--- src/rtl/shift_reg_seq_ctrl.sv ---
// Sequencer that feeds a parallel word MSB-first into a SIPO shift register,
// one bit every BIT_CYCLES clocks, then captures and checks the parallel readback.
module shift_reg_seq_ctrl #(
  parameter int WIDTH      = 4,
  parameter int BIT_CYCLES = 2
) (
  input  logic             Clk,
  input  logic             Rst_n,
  input  logic             Start,
  input  logic             Abort,
  input  logic [WIDTH-1:0] DataIn,
  input  logic [WIDTH-1:0] RegOut,
  output logic             SerOut,
  output logic             ShiftEn,
  output logic             Busy,
  output logic             Done,
  output logic [WIDTH-1:0] DataOut,
  output logic             Match
);

  localparam int CW = (BIT_CYCLES > 1) ? $clog2(BIT_CYCLES) : 1;
  localparam int IW = $clog2(WIDTH);
  localparam logic [CW-1:0] CNT_LAST = CW'(BIT_CYCLES - 1);
  localparam logic [IW-1:0] IDX_MSB  = IW'(WIDTH - 1);

  typedef enum logic [1:0] {
    ST_IDLE,
    ST_SHIFT,
    ST_CAPTURE
  } state_e;

  state_e           state_q, state_d;
  logic [WIDTH-1:0] word_q, word_d;
  logic [IW-1:0]    idx_q, idx_d;
  logic [CW-1:0]    cnt_q, cnt_d;
  logic             done_q, done_d;
  logic [WIDTH-1:0] data_out_q, data_out_d;
  logic             match_q, match_d;
  logic             shift_en;

  // The shift pulse is the last clock of each bit's hold window.
  assign shift_en = (state_q == ST_SHIFT) && (cnt_q == CNT_LAST);

  always_comb begin
    // NOTE: every signal gets a default before the case so no path leaves it unassigned (no latch).
    state_d    = state_q;
    word_d     = word_q;
    idx_d      = idx_q;
    cnt_d      = cnt_q;
    done_d     = 1'b0;
    data_out_d = data_out_q;
    match_d    = match_q;

    unique case (state_q)
      ST_IDLE: begin
        if (Start && !Abort) begin
          word_d  = DataIn;
          idx_d   = IDX_MSB;
          cnt_d   = '0;
          state_d = ST_SHIFT;
        end
      end
      ST_SHIFT: begin
        if (Abort) begin
          state_d = ST_IDLE;
        end else if (shift_en) begin
          cnt_d = '0;
          if (idx_q == '0) begin
            state_d = ST_CAPTURE;
          end else begin
            idx_d = idx_q - 1'b1;
          end
        end else begin
          cnt_d = cnt_q + 1'b1;
        end
      end
      ST_CAPTURE: begin
        state_d = ST_IDLE;
        if (!Abort) begin
          data_out_d = RegOut;
          match_d    = (RegOut == word_q);
          done_d     = 1'b1;
        end
      end
      default: state_d = ST_IDLE;
    endcase
  end

  // NOTE: sequential state uses non-blocking assignments so all flops update together at the edge.
  always_ff @(posedge Clk or negedge Rst_n) begin
    if (!Rst_n) begin
      state_q    <= ST_IDLE;
      word_q     <= '0;
      idx_q      <= '0;
      cnt_q      <= '0;
      done_q     <= 1'b0;
      data_out_q <= '0;
      match_q    <= 1'b0;
    end else begin
      state_q    <= state_d;
      word_q     <= word_d;
      idx_q      <= idx_d;
      cnt_q      <= cnt_d;
      done_q     <= done_d;
      data_out_q <= data_out_d;
      match_q    <= match_d;
    end
  end

  // Serial outputs are gated by state so they drop to 0 the cycle after leaving SHIFT.
  assign SerOut  = (state_q == ST_SHIFT) ? word_q[idx_q] : 1'b0;
  assign ShiftEn = shift_en;
  assign Busy    = (state_q != ST_IDLE);
  assign Done    = done_q;
  assign DataOut = data_out_q;
  assign Match   = match_q;

endmodule

--- config.mk ---
export PLATFORM = sky130hd
export DESIGN_NAME = shift_reg_seq_ctrl
export DESIGN_NICKNAME = d
export VERILOG_FILES = /design/src/rtl/shift_reg_seq_ctrl.sv
export SDC_FILE = /design/constraint.sdc
export NUM_CORES = 1
export LEC_CHECK = 0
export ABC_AREA = 1
export CORE_UTILIZATION = 45
export CTS_CLUSTER_DIAMETER = 150
export DETAILED_ROUTE_END_ITERATION = 6
export PLACE_DENSITY = 0.76
export SLEW_MARGIN = 30
export SYNTH_ARGS = -nofsm -noshare
export SYNTH_HDL_FRONTEND = slang
export SYNTH_SLANG_ARGS = --single-unit
--- constraint.sdc ---
create_clock -name Clk -period 1.45 [get_ports Clk]
set_clock_uncertainty 0.2 [all_clocks]
set_input_delay 0.2175 -clock Clk [delete_from_list [all_inputs] [get_ports Clk]]
set_output_delay 0.2175 -clock Clk [all_outputs]
set_load 0.005 [all_outputs]
**After elaboration in Yosys (flattened, before gate mapping)**

Cells that the tools add are included.

- Register bits: 15
- Word-level logic and storage cells: 51
- Output and inout port bits: 9

- Add/sub/neg operators: 2
- Magnitude comparators: 1
- Muxes and demuxes: 19
- Reductions and logical operators: 12
- Bitwise gates (word level): 1
- Eq/ne operators: 9

Operators by type and width:

| cell | count |
|---|---|
| 2-bit 2-to-1 mux | 8 |
| 2-bit != test, second input constant | 4 |
| 2-bit one-hot mux with 2 select lines | 2 |
| 1-bit 2-to-1 mux | 7 |
| 3-bit AND reduction | 2 |
| 5-bit AND reduction | 1 |
| 4-bit equality test | 1 |
| 2-bit logical NOT | 2 |
| 2-bit AND reduction | 2 |
| 2-bit nonzero test | 2 |
| 2-bit by 3-bit less-than comparator with 1-bit output, second input constant | 1 |
| 3-bit by 2-bit != test with 1-bit output, second input constant | 1 |
| 3-bit != test, second input constant | 1 |
| 1-bit binary-select mux with 2-bit select | 1 |
| 2-bit by 1-bit equality test with 1-bit output, second input constant | 1 |
| 2-bit equality test, second input constant | 1 |
| 1-bit logical AND | 2 |
| 1-bit one-hot mux with 2 select lines | 1 |
| 2-bit by 1-bit subtractor with 2-bit output, second input constant | 1 |
| 1-bit adder, second input constant | 1 |
| 1-bit logical NOT | 1 |
| 1-bit NOT | 1 |

**Depth between registers and ports, before layout**

- Depth in word-level cells: 5
- Depth in mapped cells: 7
- Depth with buffers taken out: 7

**Worst setup path after synthesis**

No wires, ideal clock.

- Kind: register -> register
- Start: register idx_q[0]
- End: register idx_q[0]
- Period minus slack after synthesis: 1.282 ns
- Data arrival time: 0.965 ns
- Setup time: 0.117 ns
- Path buffers: 0
- Path slack: 0.168 ns
- Required time: 1.133 ns
- Stages on the path, launching flop included: 7
- Path through: dfrtp_1 inv_1 ha_1 o21ai_2 nand2_2 nand2_1 nand2_1

- Longest elaborated chain between the ends: 5

Ends and longest elaborated chain:

| element | RTL line | source |
|---|---|---|
| from (decl) | 34 | `logic [IW-1:0] idx_q, idx_d;` |
| from (signal assigned) | 102 | `idx_q <= idx_d;` |
| 2-bit by 1-bit subtractor with 2-bit output | 71 | `idx_d = idx_q - 1'b1;` |
| 2-bit 2-to-1 mux | 68 | `if (idx_q == '0) begin` |
| 2-bit 2-to-1 mux | 66 | `end else if (shift_en) begin` |
| 2-bit 2-to-1 mux | 64 | `if (Abort) begin` |
| 2-bit one-hot mux with 2 select lines | 54 | `unique case (state_q)` |

Several ways; a longest one is shown, not always the timed one. The select of a mux whose other input is x is not followed.
A chain may end at the register's enable or synchronous reset.

**Final worst setup path**

- Start: register idx_q[0]
- End: output SerOut

- Longest elaborated chain between the ends: 3

Ends and longest elaborated chain:

| element | RTL line | source |
|---|---|---|
| 1-bit binary-select mux with 2-bit select | 111 | `assign SerOut = (state_q == ST_SHIFT) ? word_q[idx_q] : 1'b0;` |
| 1-bit 2-to-1 mux (not written as such) | 111 |  |
| 1-bit 2-to-1 mux | 111 |  |
| to (decl) | 13 | `output logic SerOut,` |

No other way between the ends. The select of a mux whose other input is x is not followed.

==> impl_results.md <==
- Cell taking the most area after synthesis: dfrtp_1
- Gate Count Post-Synth: a little under 100
- DIE AREA: roughly 1900 um^2
- Num Clock Sinks: 15
- Design Power: 1.80 mW
- Initial core utilization: a little under 50%
- WL per Instance: 13.0 um
- Ys flop type: dfrtp_1
- Via density: 5.01
- Post-synth EDFFs: 0
- Slew HR: between 80 and 90%
- Total grt overflow: 0
- Share of layout cells above drive strength 1: between 30% and 40%
- Worst-margin pin slew: around 0.25 ns
- Failing checks: setup timing
- Ys async rst share: between 90% and 100%
- Worst Path Max Fanout: 5
- Hold slack: roughly 0.036 ns
- DRC Markers: 0
- Clock-pin slew on the worst setup and hold paths: approximately 0.090 ns
- Register Area: around 380 um^2
- Routed wire length: 2.11 mm
- Hold_buf cts: 0
- Final period util: 112%
- Wire length of the first global-routing pass: about 3.3 mm
- I/O Pins: 21
- Max Fclk: 0.618 GHz
- Final Slew Violations: 0
- Site Rows: 14
- Area of the multi-input gates: 387 um^2
- Area grow syn2layout: 64.6%
- Synth cell count leaders: nand2_1 (31), inv_1 (16), dfrtp_1 (15)
- Filler Cell Count: just over 100
- Maximum VDD drop: 0.848 mV
- Combinational family with the most area after synthesis: simple AND/OR/NAND/NOR gates
- I/O Buffers: 20
- Synth top area share: 49.4%
- Worst Path Required: around 1.0 ns
- Root Buffer: clkbuf_4
- Simple-gate share of the synthesized area: between 30 and 40%
- Xor/xnor cell area share of the yosys netlist: 1.15%
- Initial antenna violation count: 0
- Nets: between 150 and 200
- Leakage power: about 0.68 nW
- Max-Cap Viols: 0
- Final setup viols: 3
- CP endpoint kind: output port
- RSZ-0062 raised after global routing: true
- Status: finished, violations left
- Min cycle time layout: approximately 1.6 ns
- Synth Area in Compound Gates: under 10%
- Seq cells post-synth: 15
- CTS Buf Count: 3
- Startpoint types: flip-flop
- Post-Synthesis Cell Area: 759 um^2
- Mux cell area share after synthesis: 0%
- Placed wire-length estimate: between 1 and 1.5 mm
- Largest net degree at the start of global routing: 16
- Mapped Nets: 110
- Antenna diodes: 0
- Die height: between 40 and 50 um
- Critical path type: reg2out
- Vias in the first global route: ~770
- Adder-Cell Fraction of Synth Area: under 10%
- Synth unique cells: 16
- Synth warn: 0
- Floorplan Core Area: ~1500 um^2
- Clk_lat worst skew: between 0.2 and 0.3 ns
- Final hold viol count: 0
- Area contributors post-synth: dfrtp_1 (49%), nand2_1 (15%), inv_1 (7.9%)
- 1st-pass router iterations: 4
- Die width: 43.1 um
- Worst hold path type: in2async
- Gr usage total: between 20 and 25%
- CTS max path bufs: 2
- Sequential element share of the synthesized area: slightly below 50%
- Htree depth: 1
- Pwr dens: between 1000 and 1500 nW/um^2
- Routed Antenna Nets: 0
- Worst path arrival time: around 1.2 ns
- CTS tree: yes
- Most frequent cell after synthesis: nand2_1
- Via Count: 811
- Worst setup margin: -0.168 ns
- Placer Congestion: approximately 0.73
- Initial detailed-routing violation count: 18
- Post-Synthesis Mean Instance Area: a little under 8 um^2
==> cell type report <==
type                       instances  share of cell area, %
sequential                        15                   30.1
clock buffer                       4                   2.10
timing repair buffer              44                   30.4
tap                               16                   1.60
multi-input combinational         67                   30.9
inverter                          16                   4.80
==> cells in the final DEF (no fill, tap or decap) <==
cell type and instances:
a21oi_1 2, ha_4 1, nand3_1 7, dfrtp_1 14, xnor2_1 1, o21ai_0 3
o21ai_1 1, nor2_1 6, clkbuf_1 1, nor2_4 3, nand2_4 1, inv_2 4
clkbuf_4 3, dlygate4sd2_1 6, nand3_2 1, nand2_2 2, nand2_8 1, dfrtp_2 1
a21oi_2 3, o21ai_2 1, clkdlybuf4s50_1 11, buf_4 18, inv_1 12, o21ai_4 1
nand2_1 32, buf_2 3, nor2_2 1, buf_6 6
==> metrics by stage <==
| stage | TNS (ns) | setup slack (ns) | util, % | cell area (um^2) | cells |
|---|---|---|---|---|---|
| after detailed placement | -1.30 | -0.248 | 71.3 | 1100 | 149 |
| after global routing | -0.595 | -0.232 | 81.1 | 1250 | 162 |
| after floorplan | 0 | 0.168 | - | 759 | 97 |
| after CTS | -0.363 | -0.141 | 75.3 | 1160 | 158 |
| final | -0.347 | -0.168 | 81.1 | 1250 | 162 |
| after global placement | -0.864 | -0.233 | 71.3 | 1100 | 149 |
==> worst max-delay path, stage by stage (launching register included) <==
cell	delay (ns)
dfrtp_2	0.46
o21ai_2	0.14
nand2_1	0.08
a21oi_2	0.12
buf_2	0.12
==> sequential cells by signal (all words and copies together) (netlist names) <==
| name | flops |
|---|---|
| DataOut | 4 |
| Done | 1 |
| Match | 1 |
| cnt_q | 1 |
| idx_q | 2 |
| state_q | 2 |
| word_q | 4 |
==> layer usage <==
layer  part of all wire, %  global-route usage [%]
met5                     0                       0
met1                    39                    27.5
met2                    56                    44.8
met4                  0.38                    7.27
met3                   4.9                    4.26
==> kinds of logic (layout without fill, tap and decap cells) <==
group | after synthesis | after routing
AND/OR/NAND/NOR | 53 | 54
XOR/XNOR | 1 | 1
buffers and inverters | 16 | 64
flip-flops | 15 | 15
adder cells (fa/ha/maj) | 1 | 1
AO/OA/AOI/OAI | 11 | 11
==> final timing paths <==
path / from / endpoint / slack [ns] / cells past startpoint
setup / recovery: idx_q[0]$_DFFE_PN0P_ / SerOut / -0.17 / 4
hold / removal: Rst_n / DataOut[1]$_DFFE_PN0P_ / 0.04 / 2
setup reg to reg: state_q[1]$_DFFE_PN0P_ / word_q[3]$_DFFE_PN0P_ / 0.03 / 7
hold reg to reg: Match$_DFFE_PN0P_ / Match$_DFFE_PN0P_ / 0.28 / 2
max in group asynchronous: Rst_n / idx_q[0]$_DFFE_PN0P_ / 0.83 / 2
min in group Clk: Match$_DFFE_PN0P_ / Match$_DFFE_PN0P_ / 0.28 / 2
==> report_power, final <==
part	total, mW	switching, mW	internal [mW]	leakage, nW
clock	0.246	0.139	0.107	0.0150
sequential	0.637	0.0916	0.545	0.189
combinational	0.922	0.423	0.499	0.474
total	1.80	0.654	1.15	0.678
==> what timing repair did <==
action,in CTS,in global routing
pin swaps,1,6
setup buffers,5,3
cloned,0,1
endpoints found under the setup margin,11,10
gates resized for setup,25,19
endpoints found under the hold margin,0,0
(Power assumes the default switching activity.)
